===== src/rtl/serial_adder_ctrl_pkg.sv =====
// Shared definitions for the bit-serial add/subtract sequencer.
// The three-state controller encoding is used by the top-level FSM.
package serial_adder_ctrl_pkg;

  typedef enum logic [1:0] {
    S_IDLE = 2'd0,
    S_RUN  = 2'd1,
    S_DONE = 2'd2
  } state_t;

endpackage


===== src/rtl/full_adder.sv =====
// One-bit full adder cell. The sequencer time-shares this cell across all
// operand bits.
module full_adder (
  input  logic Cin,
  input  logic A,
  input  logic B,
  output logic sum,
  output logic Cout
);

  assign sum  = A ^ B ^ Cin;
  assign Cout = (A & B) | (Cin & (A ^ B));

endmodule


===== src/rtl/serial_adder_ctrl.sv =====
// Bit-serial add/subtract sequencer: one full adder cell, LSB first, over WIDTH cycles.
// Start/done handshake; the result is held until the next accepted start.
module serial_adder_ctrl
  import serial_adder_ctrl_pkg::*;
#(
  parameter int WIDTH = 4,
  parameter int CNT_W = 3
) (
  input  logic             clk,
  input  logic             rst_n,
  input  logic             start,
  input  logic             op_sub,
  input  logic [WIDTH-1:0] A,
  input  logic [WIDTH-1:0] B,
  input  logic             Cin,
  output logic             busy,
  output logic             done,
  output logic [WIDTH-1:0] sum,
  output logic             Cout,
  output logic             ovf
);

  state_t             state_reg;
  state_t             state_next;
  logic [WIDTH-1:0]   a_sh;
  logic [WIDTH-1:0]   b_sh;
  logic [CNT_W-1:0]   cnt;
  logic               carry;
  logic               c_msb_in;
  logic               fa_sum;
  logic               fa_cout;
  logic               last_bit;
  logic               msb_m1_bit;

  full_adder u_fa (
    .Cin  (carry),
    .A    (a_sh[0]),
    .B    (b_sh[0]),
    .sum  (fa_sum),
    .Cout (fa_cout)
  );

  assign last_bit   = (cnt == CNT_W'(WIDTH - 1));
  assign msb_m1_bit = (cnt == CNT_W'(WIDTH - 2));

  always_ff @(posedge clk or negedge rst_n) begin
    if (!rst_n) begin
      state_reg <= S_IDLE;
      a_sh      <= '0;
      b_sh      <= '0;
      cnt       <= '0;
      carry     <= 1'b0;
      c_msb_in  <= 1'b0;
      sum       <= '0;
      Cout      <= 1'b0;
      ovf       <= 1'b0;
    end else begin
      state_reg <= state_next;
      case (state_reg)
        S_IDLE: begin
          if (start) begin
            // Subtraction is A + ~B + 1, so the forced carry-in replaces Cin.
            a_sh  <= A;
            b_sh  <= op_sub ? ~B : B;
            carry <= op_sub ? 1'b1 : Cin;
            cnt   <= '0;
            sum   <= '0;
          end
        end
        S_RUN: begin
          sum   <= {fa_sum, sum[WIDTH-1:1]};
          a_sh  <= a_sh >> 1;
          b_sh  <= b_sh >> 1;
          carry <= fa_cout;
          cnt   <= cnt + 1'b1;
          // Carry into the MSB is kept so signed overflow can be formed at the end.
          if (msb_m1_bit) begin
            c_msb_in <= fa_cout;
          end
          if (last_bit) begin
            Cout <= fa_cout;
            ovf  <= c_msb_in ^ fa_cout;
          end
        end
        default: ;
      endcase
    end
  end

  always_comb begin
    state_next = state_reg;
    case (state_reg)
      S_IDLE:  if (start) state_next = S_RUN;
      S_RUN:   if (last_bit) state_next = S_DONE;
      S_DONE:  state_next = S_IDLE;
      default: state_next = S_IDLE;
    endcase
  end

  assign busy = (state_reg == S_RUN) || (state_reg == S_DONE);
  assign done = (state_reg == S_DONE);

endmodule

===== config.mk =====
export PLATFORM = sky130hd
export DESIGN_NAME = serial_adder_ctrl
export DESIGN_NICKNAME = d
export VERILOG_FILES = /design/src/rtl/serial_adder_ctrl_pkg.sv /design/src/rtl/full_adder.sv /design/src/rtl/serial_adder_ctrl.sv
export SDC_FILE = /design/constraint.sdc
export NUM_CORES = 1
export LEC_CHECK = 0
export ABC_CLOCK_PERIOD_IN_PS = 3600
export CAP_MARGIN = 20
export CORE_MARGIN = 3
export CORE_UTILIZATION = 45
export CTS_BUF_LIST = sky130_fd_sc_hd__clkbuf_4
export DETAILED_ROUTE_END_ITERATION = 8
export DONT_BUFFER_PORTS = 1
export GPL_ROUTABILITY_DRIVEN = 0
export SYNTH_ARGS = -nofsm -noshare
export SYNTH_HDL_FRONTEND = slang
export SYNTH_SLANG_ARGS = --single-unit

===== constraint.sdc =====
create_clock -name clk -period 3.6 [get_ports clk]
set_input_delay 1.08 -clock clk [delete_from_list [all_inputs] [get_ports clk]]
set_output_delay 1.08 -clock clk [all_outputs]
set_load 0.05 [all_outputs]

==> impl_metrics.py <==
metrics = {
    "routing": {
        "met1_length_um": 885,
        "via_per_inst": 5.05,
        "detailroute.via_count": 651,
        "met3_length_um": 83,
        "detail_route.wirelength_um": 1730,
        "drt_drc_violations_left": 0,
        "drt_first_iter_violations": 28,
        "route.detailed.wl_per_inst_um": 13.4,
        "dr.max_layer_used": "met4",
        "met2RoutedLength_um": 747,
        "first_pass_drt_iterations": 4,
        "detail-route-antenna-nets": 0,
    },
    "pwr": {
        "post-layout-total-power_w": 0.00109,
        "total_leakage_power_nw": 0.527,
        "power.ir.vdd_worst_mv": 0.489,
        "power.density_cell_area_nw_per_um2": 960,
    },
    "sta": {
        "fin_crit_ns": 2.43,
        "final_hold_viol_count": 0,
        "slew_headroom": 0.463,
        "final_worst_path_cycle_share": 0.676,
        "maxClockFrequency_mhz": 411,
        "clock-skew-final_ns": 0.00126,
        "hold_slack_ns": 0.454,
        "report.final.slew_viol_count": 0,
        "worst_tran_pin_value_ns": 0.789,
        "finalSetupTns_ns": 0,
        "setup_viol": 0,
        "rsz0062_at_grt": "false",
    },
    "clock_network": {
        "cts_post_setup_buffers_inserted": 0,
        "cts_hold_repair.buffers": 0,
        "clkSinkCount": 21,
        "postCtsResizedCells": 0,
        "worstSkewPairLatency_ns": 0.30,
        "root_buffer": "sky130_fd_sc_hd__clkbuf_4",
        "cts_tree": "yes",
        "cts_buffers": 3,
        "clk_pin_slew_worst_paths_ns": 0.12,
        "cts_max_path_buffers": 2,
        "htreeDepth": 1,
    },
    "synthesis": {
        "dominantRegCellSynth": "sky130_fd_sc_hd__dfrtp_1",
        "yosys_warnings": 0,
        "synth.ff_latch_count": 21,
        "async_flop_share": 1.00,
        "synth_most_common_cell": "sky130_fd_sc_hd__dfrtp_1",
        "netlist_instances": 102,
        "ys_top_cells_by_area": "sky130_fd_sc_hd__dfrtp_1, sky130_fd_sc_hd__ha_1, sky130_fd_sc_hd__nand2_1",
        "syn_area_um2": 1110,
        "synth_top_cell_area_share": 0.472,
        "mean_cell_area_of_the_mapped_netlist_um2": 10.9,
        "number_of_enable_flip_flop_cells_after_synthesis": 0,
        "yosys.cell_types.count": 24,
        "synth_sequential_area_ratio": 0.472,
        "synthTopCellsByCount": "sky130_fd_sc_hd__dfrtp_1, sky130_fd_sc_hd__nand2_1, sky130_fd_sc_hd__inv_1",
        "synth.net_count": 123,
        "post-synth-top-area-cell": "sky130_fd_sc_hd__dfrtp_1",
    },
    "floorplanning": {
        "design.core.area_um2": 2280,
        "io-pin-count": 21,
        "initial_cell_density_of_the_core": 0.489,
        "die_h_um": 55.7,
        "floorplan.rows": 17,
        "chipWidth_um": 55.7,
        "die_area_um2": 3100,
    },
    "placed_design": {
        "post-dp-hpwl_um": 1260,
        "port_buffers": 0,
    },
    "setup_path": {
        "rrSetupSlack_ns": 1.59,
        "ws_path_type": "flop to primary output",
        "worstRegToRegCells": 4,
        "critPathMaxFanout": 3,
        "critPathArrivalTime_ns": 1.35,
        "worstPathBufferInverterCount": 1,
        "critical_path_cell_count": 2,
        "cp-start-kind": "flop",
        "crit_chain": "inv_1 > ha_1",
        "cp_data_required_time_ns": 2.52,
        "timing.critical_path.slowest_stage_cell": "sky130_fd_sc_hd__ha_1",
        "cp_slowest_stage_delay_ns": 0.57,
        "worst_setup_path_end_kind": "primary output",
        "critical-path-top-delay-family": "adder cells",
    },
    "global_routing": {
        "first_global_vias": 665,
        "globalRouteTotalUtil": 0.123,
        "largest_net_degree_at_the_start_of_global_routing": 26,
        "wire_length_of_the_first_global_routing_pass_um": 3060,
        "grt.overflow.total": 0,
        "number_of_antenna_violations_at_the_first_check_in_global_routing": 0,
    },
    "status": {
        "outcome": "completed",
    },
    "final_layout": {
        "largest_registers": "a_sh: 4 flops, b_sh: 4 flops, sum: 4 flops",
        "num-nets-final": 123,
        "n_antenna_cell": 0,
        "area.growth.synth_to_final_pct": 2.02,
        "drive_above_1_share": 0.158,
    },
    "run": {
        "maxCapViolCount": 0,
    },
    "min_path": {
        "timing.hold.worst.class": "input pin to async pin",
    },
}
-- per-layer routing --
metal / track usage / vias to the layer above
li1: - / 338
met1: 0.167 / 298
met2: 0.179 / 13
met3: 0.0418 / 2
met4: 0.0521 / 0
met5: 0 / -
-- where the power goes --
| group | total, W | switching (W) | leakage, nW | internal, W |
|---|---|---|---|---|
| logic | 0.000479 | 0.000290 | 0.239 | 0.000189 |
| clock network | 0.000122 | 0.0000712 | 0.0184 | 0.0000507 |
| registers | 0.000489 | 0.000151 | 0.270 | 0.000337 |
| total | 0.00109 | 0.000512 | 0.527 | 0.000577 |
-- layout by cell type (no fill, tap or decap) --
cell type and count:
sky130_fd_sc_hd__dfrtp_1 21, sky130_fd_sc_hd__nand2_1 19, sky130_fd_sc_hd__inv_1 8, sky130_fd_sc_hd__o21ai_2 7, sky130_fd_sc_hd__ha_1 7, sky130_fd_sc_hd__mux2i_1 6
sky130_fd_sc_hd__o21ai_0 6, sky130_fd_sc_hd__xor2_1 4, sky130_fd_sc_hd__clkbuf_4 4, sky130_fd_sc_hd__o21ai_1 3, sky130_fd_sc_hd__a22o_2 3, sky130_fd_sc_hd__nand2b_1 2
sky130_fd_sc_hd__o31ai_1 2, sky130_fd_sc_hd__mux2i_4 1, sky130_fd_sc_hd__and2b_1 1, sky130_fd_sc_hd__a21oi_1 1, sky130_fd_sc_hd__mux2_2 1, sky130_fd_sc_hd__xnor2_1 1
sky130_fd_sc_hd__nand3b_1 1, sky130_fd_sc_hd__and2_1 1, sky130_fd_sc_hd__o21a_1 1, sky130_fd_sc_hd__fa_1 1
-- cell type report --
| type | instances | area, um^2 |
|---|---|---|
| well taps | 28 | 35.0 |
| inverters | 8 | 30.0 |
| clock buffers | 4 | 30.0 |
| flip-flops and latches | 21 | 526 |
| fillers | 216 | 1140 |
| multi-input cells | 68 | 514 |
-- final timing paths --
kind                         startpoint           end
max                        state_reg[0]          busy
min                               rst_n  state_reg[0]
max reg2reg                state_reg[1]        sum[0]
min reg2reg                     b_sh[3]       b_sh[3]
max in group asynchronous         rst_n       b_sh[2]
min in group clk                b_sh[3]       b_sh[3]
-- cells by family after synthesis --
family	after synthesis	synth area share
AOI/OAI and AO/OA	23	0.147
and+or+nand+nor	24	0.0945
buffers and inverters	13	0.0652
muxes	8	0.0844
adders and majority gates	8	0.0967
xor gates and xnor gates	5	0.0394
DFF	21	0.472
-- stage by stage --
step / utilization / instance area (um^2) / instances / setup WS (ns)
floorplan: - / 1110 / 102 / 1.56
global route: 0.499 / 1130 / 129 / 1.09
finish: 0.499 / 1130 / 129 / 1.17
global placement: 0.485 / 1100 / 125 / 1.54
CTS: 0.499 / 1130 / 129 / 1.15
detailed placement: 0.485 / 1100 / 125 / 1.51
Note: power is estimated with default switching activity, not from simulation.
